--- src/rtl/audio_pkg.sv ---
// Shared types and default widths for the analog-sound sample path.
package audio_pkg;

   typedef enum logic [1:0] {
      IDLE = 2'd0,
      WAIT = 2'd1,
      DONE = 2'd2
   } arb_state_t;

   localparam int DEF_NUM_VOICES = 4;
   localparam int DEF_ADDR_W     = 25;
   localparam int DEF_DATA_W     = 16;
   localparam int DEF_TIMEOUT    = 255;

endpackage

--- src/rtl/sample_fetch_arbiter_rr_pick.sv ---
// Combinational round-robin picker: first set pend bit at or after rr_ptr, wrapping.
module rr_pick #(
   parameter int NUM_VOICES = 4,
   parameter int IDX_W      = $clog2(NUM_VOICES)
) (
   input  logic [NUM_VOICES-1:0] pend,
   input  logic [IDX_W-1:0]      rr_ptr,
   output logic [IDX_W-1:0]      grant,
   output logic                  any_valid
);

   logic [IDX_W:0]   sum;
   logic [IDX_W-1:0] idx;

   // NOTE: every variable written here gets a default first, so no path can infer a latch.
   always_comb begin
      grant     = '0;
      any_valid = 1'b0;
      sum       = '0;
      idx       = '0;
      // Scan from the farthest candidate back to rr_ptr so the nearest set bit wins.
      for (int k = NUM_VOICES - 1; k >= 0; k--) begin
         sum = {1'b0, rr_ptr} + (IDX_W + 1)'(k);
         if (sum >= (IDX_W + 1)'(NUM_VOICES))
            sum = sum - (IDX_W + 1)'(NUM_VOICES);
         idx = sum[IDX_W-1:0];
         if (pend[idx]) begin
            grant     = idx;
            any_valid = 1'b1;
         end
      end
   end

endmodule

--- src/rtl/sample_fetch_arbiter.sv ---
// Shares the SDRAM sample-read port among the sound voices: latches per-voice
// requests, grants round-robin, runs the req/ack handshake and returns data.
module sample_fetch_arbiter
   import audio_pkg::*;
#(
   parameter int NUM_VOICES = DEF_NUM_VOICES,
   parameter int ADDR_W     = DEF_ADDR_W,
   parameter int DATA_W     = DEF_DATA_W,
   parameter int TIMEOUT    = DEF_TIMEOUT
) (
   input  logic                         clk,
   input  logic                         rst,
   input  logic [NUM_VOICES-1:0]        voice_req,
   input  logic [NUM_VOICES*ADDR_W-1:0] voice_addr,
   output logic [NUM_VOICES*DATA_W-1:0] voice_data,
   output logic [NUM_VOICES-1:0]        voice_valid,
   output logic [NUM_VOICES-1:0]        overrun,
   output logic                         timeout_err,
   input  logic                         err_clr,
   output logic                         sdram_req,
   output logic [ADDR_W-1:0]            sdram_addr,
   input  logic                         sdram_ack,
   input  logic [DATA_W-1:0]            sdram_data
);

   localparam int IDX_W = $clog2(NUM_VOICES);
   localparam int CNT_W = $clog2(TIMEOUT + 1);

   arb_state_t             state_q, state_d;
   logic [NUM_VOICES-1:0]  pend_q;
   logic [ADDR_W-1:0]      addr_q [NUM_VOICES];
   logic [IDX_W-1:0]       rr_ptr_q, grant_q, pick;
   logic [CNT_W-1:0]       wait_cnt_q;
   logic                   any_pend, take, ack_hit, expire;
   logic [NUM_VOICES-1:0]  take_vec, ovr_set;

   rr_pick #(
      .NUM_VOICES(NUM_VOICES),
      .IDX_W     (IDX_W)
   ) u_rr_pick (
      .pend     (pend_q),
      .rr_ptr   (rr_ptr_q),
      .grant    (pick),
      .any_valid(any_pend)
   );

   // The fetch is abandoned on its TIMEOUT-th WAIT cycle; an ack in that same cycle still wins.
   always_comb begin
      take     = (state_q == IDLE) && any_pend;
      ack_hit  = (state_q == WAIT) && sdram_ack;
      expire   = (state_q == WAIT) && !sdram_ack && (wait_cnt_q == CNT_W'(TIMEOUT - 1));
      take_vec = '0;
      if (take)
         take_vec[pick] = 1'b1;
      ovr_set  = voice_req & pend_q & ~take_vec;
      state_d  = state_q;
      case (state_q)
         IDLE:    if (any_pend) state_d = WAIT;
         WAIT:    if (ack_hit || expire) state_d = DONE;
         DONE:    state_d = IDLE;
         default: state_d = IDLE;
      endcase
   end

   // NOTE: sequential state is written with non-blocking assignments only.
   always_ff @(posedge clk or posedge rst) begin
      if (rst)
         state_q <= IDLE;
      else
         state_q <= state_d;
   end

   always_ff @(posedge clk or posedge rst) begin
      if (rst) begin
         pend_q      <= '0;
         // NOTE: the address latches are a small register array, cleared so the first fetch is deterministic.
         for (int i = 0; i < NUM_VOICES; i++)
            addr_q[i] <= '0;
         rr_ptr_q    <= '0;
         grant_q     <= '0;
         wait_cnt_q  <= '0;
         sdram_req   <= 1'b0;
         sdram_addr  <= '0;
         voice_data  <= '0;
         voice_valid <= '0;
         overrun     <= '0;
         timeout_err <= 1'b0;
      end else begin
         voice_valid <= '0;
         overrun     <= (overrun & ~{NUM_VOICES{err_clr}}) | ovr_set;
         timeout_err <= (timeout_err & ~err_clr) | expire;

         // A request in the grant cycle wins over the clear, so it stays pending.
         for (int i = 0; i < NUM_VOICES; i++) begin
            if (voice_req[i]) begin
               pend_q[i] <= 1'b1;
               addr_q[i] <= voice_addr[i*ADDR_W +: ADDR_W];
            end else if (take_vec[i]) begin
               pend_q[i] <= 1'b0;
            end
         end

         if (take) begin
            grant_q    <= pick;
            sdram_req  <= 1'b1;
            sdram_addr <= addr_q[pick];
            wait_cnt_q <= '0;
         end

         if (state_q == WAIT)
            wait_cnt_q <= wait_cnt_q + 1'b1;

         if (ack_hit) begin
            voice_data[grant_q*DATA_W +: DATA_W] <= sdram_data;
            voice_valid[grant_q]                 <= 1'b1;
         end

         if (ack_hit || expire) begin
            sdram_req <= 1'b0;
            rr_ptr_q  <= (grant_q == IDX_W'(NUM_VOICES - 1)) ? '0 : grant_q + 1'b1;
         end
      end
   end

endmodule

--- config.mk ---
export PLATFORM = sky130hd
export DESIGN_NAME = sample_fetch_arbiter
export DESIGN_NICKNAME = d
export VERILOG_FILES = /design/src/rtl/audio_pkg.sv /design/src/rtl/sample_fetch_arbiter_rr_pick.sv /design/src/rtl/sample_fetch_arbiter.sv
export SDC_FILE = /design/constraint.sdc
export NUM_CORES = 1
export LEC_CHECK = 0
export CAP_MARGIN = 20
export CELL_PAD_IN_SITES_DETAIL_PLACEMENT = 2
export CELL_PAD_IN_SITES_GLOBAL_PLACEMENT = 2
export CORE_UTILIZATION = 36
export CTS_BUF_LIST = sky130_fd_sc_hd__clkbuf_4 sky130_fd_sc_hd__clkbuf_8
export DETAILED_ROUTE_END_ITERATION = 16
export PLACE_DENSITY_LB_ADDON = 0.1
export SLEW_MARGIN = 40
export SYNTH_ARGS = -nofsm -noshare
export SYNTH_HDL_FRONTEND = slang
export SYNTH_SLANG_ARGS = --single-unit
--- constraint.sdc ---
create_clock -name clk -period 13.5 [get_ports clk]
set_input_delay 4.05 -clock clk [delete_from_list [all_inputs] [get_ports clk]]
set_output_delay 4.05 -clock clk [all_outputs]
set_load 0.02 [all_outputs]
==> impl_metrics.toml, run 1 <==
[outcome]
run_status = "finished clean"

[timing]
rsz_0062_raised_after_global_routing = "no"
fin_crit_ns = 5.63
final.setup_skew_ns = 0.0350
fin_setup_tns_ns = 0
tightest_slew_ns = 0.815
final_min_period_over_clock_period_pct = 41.7
final_hold_viol_count = 0
finalMaxSlewViolations = 0
slew_headroom_pct = 45.3
setup_viol = 0
timing.fmax_mhz = 178

[synthesis]
syn_inst = 799
yosysSeqAreaShare_pct = 58.4
synth_cell_type_count = 41
synth.ff_latch_count = 217
synth.avg_cell_area_um2 = 11.6
postSynthNetCount = 933
yosysTopAreaCellShare_pct = 58.4
synth.area.top_cells = "dfrtp_1, mux2_2, nand2_1"
synth_warnings = 0
syn_area_mm2 = 0.00929
synth_area_leader_cell = "dfrtp_1"

[critical_path]
critical_path_required_ns = 9.45
crit_type = "flip-flop to output port"
timing.critical_path.buf_inv = 1
crit_chain = "clkdlybuf4s50_1"
worstPathArrival_ns = 1.58
cp_max_fo = 2
timing.critical_path.from_type = "flip-flop"
timing.critical_path.to_type = "output port"
critPathSlowestCell = "clkdlybuf4s50_1"
max_stage_delay_ns = 0.63
cp_top_family = "buffers and inverters"

[clock_network]
cts.clk_slew.worst_paths_ns = 0.06
clock_latency_at_the_later_pin_of_the_worst_skew_pair_ns = 0.53
cts_resized = 0
cts-root-to-sink-buffers = 3
total_cts_buffers = 39
cts.sink_count = 217
tritoncts = "yes"
cts_hold_repair.buffers = 0
htreeDepth = 2
clock-root-buffer = "clkbuf_8"
post_cts_setup_buffer_count = 0

[grt]
via_count_of_the_first_global_routing_pass = 8357
track_usage_pct = 23.7
initial_antenna_violation_count = 2
gr-total-overflow = 0
largest_net_degree_at_the_start_of_global_routing = 139
global_route_wire_length_before_repair_um = 48200

[floorplanning]
coreArea_mm2 = 0.0253
fp.dieW_um = 163
placementRows = 58
die_h_um = 163
fp.dieArea_mm2 = 0.0265
boundaryPins = 223
floorplan.initialDensity_pct = 36.8

[power]
total_leakage_power_nw = 5.25
design_power_total_mw = 2.71
power.ir.vdd_worst_v = 0.000100
p_per_area_mw_per_mm2 = 215

[worst_hold_path]
timing.hold.worst.class = "flip-flop to flip-flop"

[route]
routed_wire_length_per_instance_um = 21.9
dr.pass1.iters = 6
initialDrtViolationCount = 362
route.detailed.drc = 0
route.vias.total = 7301
antenna_violating_nets_post_route = 0
routed_wirelength_um = 30000
viasPerCell = 5.32

[finish]
final_net_count = 1154
area_delta_synth_final_pct = 36.1
mostFrequentLayoutCells = "clkdlybuf4s50_1, dfrtp_1, nand2_1"
final_layout_size_suffix_gt1_share_pct = 19.3
layout.cells.most_common = "clkdlybuf4s50_1"

[flow_run]
drv.max_cap_violation_count = 0

[place]
placement.io_buffers = 222
place.gp.congestion = 0.753
place_hpwl_um = 20000
-- cell type report --
cell class | count | area [um^2]
sequential | 217 | 5430
clock buffer | 60 | 732
timing repair buffer | 236 | 2350
inverter | 9 | 46.3
fill | 2544 | 12600
clock inverter | 2 | 12.5
tap | 330 | 413
multi-input combinational | 517 | 3660
antenna | 1 | 2.50
-- flip-flops by register name, indices dropped and copies added, names as in the netlist --
name	flops
voice_data	64
pend_q	4
wait_cnt_q	8
timeout_err	1
sdram_req	1
grant_q	2
voice_valid	4
rr_ptr_q	2
state_q	2
overrun	4
sdram_addr	25
addr_q	100
-- Yosys cell counts --
library cell	n
buf_2	4
o31ai_1	26
and3_1	5
a311oi_1	1
a32o_1	2
dfrtp_1	217
nand2b_1	3
o21ai_2	1
ha_1	10
mux2i_1	1
nand3_1	7
mux2_2	108
buf_1	2
a21oi_1	28
or2_1	1
and2_1	1
o21ai_0	77
a221o_1	25
or3_1	2
inv_1	9
mux2_1	18
nand3b_1	1
buf_4	3
nor4_1	1
nor2b_1	3
nand3_4	1
xor2_1	2
a31oi_1	1
o32ai_1	1
nor3_1	3
buf_6	1
o2bb2ai_1	2
clkbuf_1	46
nand4_1	27
or2_2	2
o41ai_1	1
a21o_1	4
and4_1	1
nand2_1	139
nor3b_1	3
nor2_1	9
-- worst min-delay path: stages, from the launching register on --
cell	delay, ns
dfrtp_1	0.34
nand2_1	0.05
o21ai_0	0.06
-- through the flow --
stage          instances  worst slack [ns]  hold WS, ns  instance area, um^2  util [%]
2_1_floorplan        799              3.51        0.457                 9290         -
3_3_place_gp        1308              7.07        0.461                11800      46.8
5_1_grt             1371              7.82        0.515                12600      50.1
4_1_cts             1370              7.83        0.488                12600      50.0
3_5_place_dp        1308              7.53        0.475                11900      47.0
6_report            1372              7.87        0.480                12600      50.1
-- logic make-up (layout without fill, tap and decap cells) --
group | after synthesis | in the layout | synth area share [%]
flip-flops | 217 | 217 | 58.4
XOR/XNOR | 2 | 2 | 0.189
multiplexers | 127 | 127 | 15.4
other | 0 | 1 | 0
buffers and inverters | 65 | 307 | 2.88
AND/OR/NAND/NOR | 209 | 209 | 10.2
adder cells (fa/ha/maj) | 10 | 10 | 1.35
AO/OA/AOI/OAI | 169 | 169 | 11.6
-- metal layers --
metal,vias up,track usage (%),wire length (um)
met5,-,0,0
met4,0,7.01,503
met3,40,4.79,1580
met2,199,38.9,14400
met1,3764,31.7,13600
li1,3298,-,-
-- path summary, 6_finish.rpt --
path / startpoint / end / slack, ns / cells after the start
max reg2reg: rr_ptr_q[1] / sdram_addr[5] / 10.76 / 5
max in group asynchronous: rst / voice_data[10] / 8.35 / 4
min reg2reg: voice_data[2] / voice_data[2] / 0.48 / 2
min: voice_data[2] / voice_data[2] / 0.48 / 2
max: voice_data[42] / voice_data[42] / 7.87 / 1
min in group asynchronous: rst / addr_q[73] / 4.05 / 2
-- where the power goes --
part           internal [mW]  switching (mW)  total (mW)  leakage [nW]
clock network          0.341           0.263       0.604         0.397
logic                  0.497           0.648        1.14          2.15
registers              0.828           0.137       0.965          2.70
Note: power is estimated with default switching activity, not from simulation.
==> run 2, diff against run 1 <==
Settings changed: CORE_UTILIZATION 36 to 33.
Clock period 13.5 ns to 5.7 ns, I/O delays scaled along.
==> impl_metrics.toml, run 2 (synthesis results as in run 1) <==
[timing]
finalMaxSlewViolations = 0
setup_viol = 0
final_min_period_over_clock_period_pct = 57.4
final.setup_skew_ns = 0.0137
timing.fmax_mhz = 306
rsz_0062_raised_after_global_routing = "no"
slew_headroom_pct = 45.5
tightest_slew_ns = 0.810
final_hold_viol_count = 0
fin_setup_tns_ns = 0
fin_crit_ns = 3.27

[route]
antenna_violating_nets_post_route = 0
routed_wire_length_per_instance_um = 20.7
route.detailed.drc = 0
dr.pass1.iters = 4
route.vias.total = 7273
routed_wirelength_um = 29700
viasPerCell = 5.08
initialDrtViolationCount = 298

[floorplanning]
fp.dieW_um = 170
coreArea_mm2 = 0.0277
fp.dieArea_mm2 = 0.0288
floorplan.initialDensity_pct = 33.5
boundaryPins = 223
placementRows = 61
die_h_um = 170

[critical_path]
timing.critical_path.buf_inv = 1
max_stage_delay_ns = 0.68
worstPathArrival_ns = 1.56
crit_chain = "clkdlybuf4s50_1"
timing.critical_path.to_type = "output port"
timing.critical_path.from_type = "flip-flop"
cp_max_fo = 2
crit_type = "flip-flop to output port"
critPathSlowestCell = "clkdlybuf4s50_1"
critical_path_required_ns = 3.99
cp_top_family = "buffers and inverters"

[grt]
global_route_wire_length_before_repair_um = 47500
initial_antenna_violation_count = 4
track_usage_pct = 21.4
via_count_of_the_first_global_routing_pass = 8092
gr-total-overflow = 0
largest_net_degree_at_the_start_of_global_routing = 95

[outcome]
run_status = "finished clean"

[finish]
area_delta_synth_final_pct = 38.1
mostFrequentLayoutCells = "clkdlybuf4s50_1, dfrtp_1, nand2_1"
final_layout_size_suffix_gt1_share_pct = 20.2
final_net_count = 1158
layout.cells.most_common = "clkdlybuf4s50_1"
postLayoutCoreUtil_pct = 46.3
max_ffs_per_register = 100
largestRegisters = "addr_q (100), voice_data (64), sdram_addr (25)"
registers.top_by_ff_count = "addr_q"

[place]
place.gp.congestion = 0.719
placement.io_buffers = 222
place_hpwl_um = 20200

[clock_network]
post_cts_setup_buffer_count = 0
cts.sink_count = 217
cts.clk_slew.worst_paths_ns = 0.06
clock-root-buffer = "clkbuf_8"
cts_resized = 0
cts-root-to-sink-buffers = 3
total_cts_buffers = 41
clock_latency_at_the_later_pin_of_the_worst_skew_pair_ns = 0.54
htreeDepth = 2
cts_hold_repair.buffers = 0
tritoncts = "yes"

[power]
power.ir.vdd_worst_v = 0.000226
p_per_area_mw_per_mm2 = 510
design_power_total_mw = 6.54
total_leakage_power_nw = 5.31

[flow_run]
drv.max_cap_violation_count = 0

[worst_hold_path]
timing.hold.worst.class = "flip-flop to flip-flop"
## run 2: report_power, final
part / total (mW) / leakage, nW / internal (mW) / switching [mW]
registers: 2.25 / 2.70 / 1.96 / 0.288
clock network: 1.58 / 0.456 / 0.907 / 0.669
logic: 2.72 / 2.15 / 1.18 / 1.54
## run 2: cell type report
cell class              count  area [um^2]
fillers                  2827        14900
flip-flops and latches    217         5430
multi-input cells         517         3660
repair buffers            238         2370
clock buffers              67          822
well taps                 378          473
inverters                   9         37.5
clock inverters             5         27.5
diodes                      2         5.00
## run 2: metal layers
metal	vias up	GRT usage [%]	wire, um
li1	3310	-	-
met1	3728	27.4	12900
met2	186	35.4	14300
met3	47	5.65	1910
met4	2	6.07	601
met5	-	0	13
## run 2: worst paths after layout
check / startpoint / to / slack (ns) / cells past startpoint
min reg2reg: voice_data[16] / voice_data[16] / 0.48 / 2
max reg2reg: rr_ptr_q[1] / sdram_addr[1] / 2.91 / 5
max: voice_data[60] / voice_data[60] / 2.43 / 1
max in group asynchronous: rst / voice_data[49] / 3.14 / 4
min: voice_data[16] / voice_data[16] / 0.48 / 2
min in group asynchronous: rst / addr_q[82] / 1.69 / 3
## run 2: worst reg2reg max path, cell delays in order, from the launching register on
cell     delay, ns
dfrtp_1       0.46
nand2_1       0.17
or2_2         0.57
nand3_4       0.60
mux2_1        0.54
a221o_1       0.33
## run 2: through the flow
stage          instances  setup slack [ns]  hold WS, ns  cell area, um^2
5_1_grt             1432              2.37        0.518            12800
6_report            1433              2.43        0.479            12800
3_3_place_gp        1358              2.12        0.460            11900
2_1_floorplan        799              1.16        0.457             9300
4_1_cts             1431              2.39        0.486            12800
3_5_place_dp        1359              1.98        0.469            12000
==> run 3, diff against run 2 <==
Clock period 5.7 ns to 3.1 ns, I/O delays scaled along.
==> impl_metrics.toml, run 3 (synthesis results as in run 1) <==
[place]
place.gp.congestion = 0.727
placedInstanceArea_mm2 = 0.0120
place_hpwl_um = 20700
placement.io_buffers = 222

[power]
design_power_total_mw = 12.1
power.ir.vdd_worst_v = 0.000324
p_per_area_mw_per_mm2 = 940
total_leakage_power_nw = 5.38

[floorplanning]
fp.dieW_um = 170
boundaryPins = 223
fp.dieArea_mm2 = 0.0288
coreArea_mm2 = 0.0277
placementRows = 61
die_h_um = 170
floorplan.initialDensity_pct = 33.5

[grt]
global_route.usage.met2_pct = 35.2
track_usage_pct = 21.4
gr-total-overflow = 0
global_route_wire_length_before_repair_um = 47500
initial_antenna_violation_count = 4
via_count_of_the_first_global_routing_pass = 8207
largest_net_degree_at_the_start_of_global_routing = 96
grt_use_met3_pct = 5.16
grt.met1_usage_pct = 27.7
busiest_layer = "met2"

[route]
initialDrtViolationCount = 248
dr.pass1.iters = 4
route.detailed.drc = 0
antenna_violating_nets_post_route = 0
routed_wire_length_per_instance_um = 20.6
route.vias.total = 7295
viasPerCell = 5.04
routed_wirelength_um = 29800

[clock_network]
cts_hold_repair.buffers = 0
cts.sink_count = 217
cts-root-to-sink-buffers = 3
clock_latency_at_the_later_pin_of_the_worst_skew_pair_ns = 0.54
cts_resized = 0
clock-root-buffer = "clkbuf_8"
htreeDepth = 2
total_cts_buffers = 42
cts.clk_slew.worst_paths_ns = 0.06
post_cts_setup_buffer_count = 0
tritoncts = "yes"

[finish]
layout.cells.most_common = "clkdlybuf4s50_1"
postLayoutCoreUtil_pct = 46.7
final_cell_area_mm2 = 0.0129
combined_area_of_the_multi_input_logic_cells_mm2 = 0.00363
final_layout_size_suffix_gt1_share_pct = 21.0
registers.top_by_ff_count = "addr_q"
final_net_count = 1172
area_delta_synth_final_pct = 39.1
final-seq-area_mm2 = 0.00543
largestRegisters = "addr_q (100), voice_data (64), sdram_addr (25)"
max_ffs_per_register = 100
mostFrequentLayoutCells = "clkdlybuf4s50_1, dfrtp_1, nand2_1"
fillerInstances = 2819

[outcome]
run_status = "finished clean"

[timing]
slew_headroom_pct = 52.1
setup_viol = 0
finalMaxSlewViolations = 0
final.setup_skew_ns = 0.0161
final_hold_viol_count = 0
rsz_0062_raised_after_global_routing = "no"
timing.fmax_mhz = 378
fin_crit_ns = 2.65
final_min_period_over_clock_period_pct = 85.5
tightest_slew_ns = 0.718

[critical_path]
critPathSlowestCell = "nand3_4"
cp_max_fo = 27
critical_path_required_ns = 3.51
crit_chain = "nand2_1 -> or2_2 -> nand3_4 -> or3_1 -> a32o_1"
max_stage_delay_ns = 0.56
timing.critical_path.buf_inv = 0
crit_type = "flip-flop to flip-flop"
timing.critical_path.to_type = "flip-flop"
cp_top_family = "simple AND/OR/NAND/NOR gates"
worstPathArrival_ns = 3.06
timing.critical_path.from_type = "flip-flop"

[flow_run]
drv.max_cap_violation_count = 0

[worst_hold_path]
timing.hold.worst.class = "flip-flop to flip-flop"
run 3: final cells by class:
cell class	instances	area share, %
clock buffers	71	6.59
flip-flops and latches	217	42.0
diodes	1	0.0194
clock inverters	3	0.310
well taps	378	3.66
repair buffers	251	19.1
multi-input cells	517	28.1
inverters	9	0.290
run 3: metal layers:
metal | part of all wire (%) | up-vias
li1 | - | 3337
met5 | 0.11 | -
met1 | 44 | 3723
met2 | 48 | 181
met3 | 5.5 | 50
met4 | 1.9 | 4
run 3: worst reg2reg max path, stage by stage (launching register included):
cell and delay, ns:
dfrtp_1 0.43, nand2_1 0.15, or2_2 0.53, nand3_4 0.56
or3_1 0.55, a32o_1 0.29
run 3: report_power, final:
| part | internal (mW) | switching [mW] | total (mW) |
|---|---|---|---|
| logic | 2.19 | 2.77 | 4.96 |
| clock network | 1.80 | 1.24 | 3.04 |
| registers | 3.60 | 0.546 | 4.15 |
run 3: worst paths after layout:
check	end	startpoint	cells past startpoint	slack, ns
setup / recovery	overrun[3]	rr_ptr_q[1]	5	0.45
setup reg to reg	overrun[3]	rr_ptr_q[1]	5	0.45
hold / removal	voice_data[14]	voice_data[14]	2	0.48
hold reg to reg	voice_data[14]	voice_data[14]	2	0.48
min in group asynchronous	voice_data[46]	rst	3	0.85
max in group asynchronous	voice_data[17]	rst	4	1.66
run 3: stage by stage:
step	instances	TNS [ns]	setup slack (ns)	hold slack (ns)
floorplan	799	-142.38	-0.656	0.457
global route	1446	0	0.302	0.504
global placement	1372	0	0.553	0.462
CTS	1446	0	0.414	0.488
finish	1447	0	0.451	0.482
detailed placement	1372	0	0.440	0.475
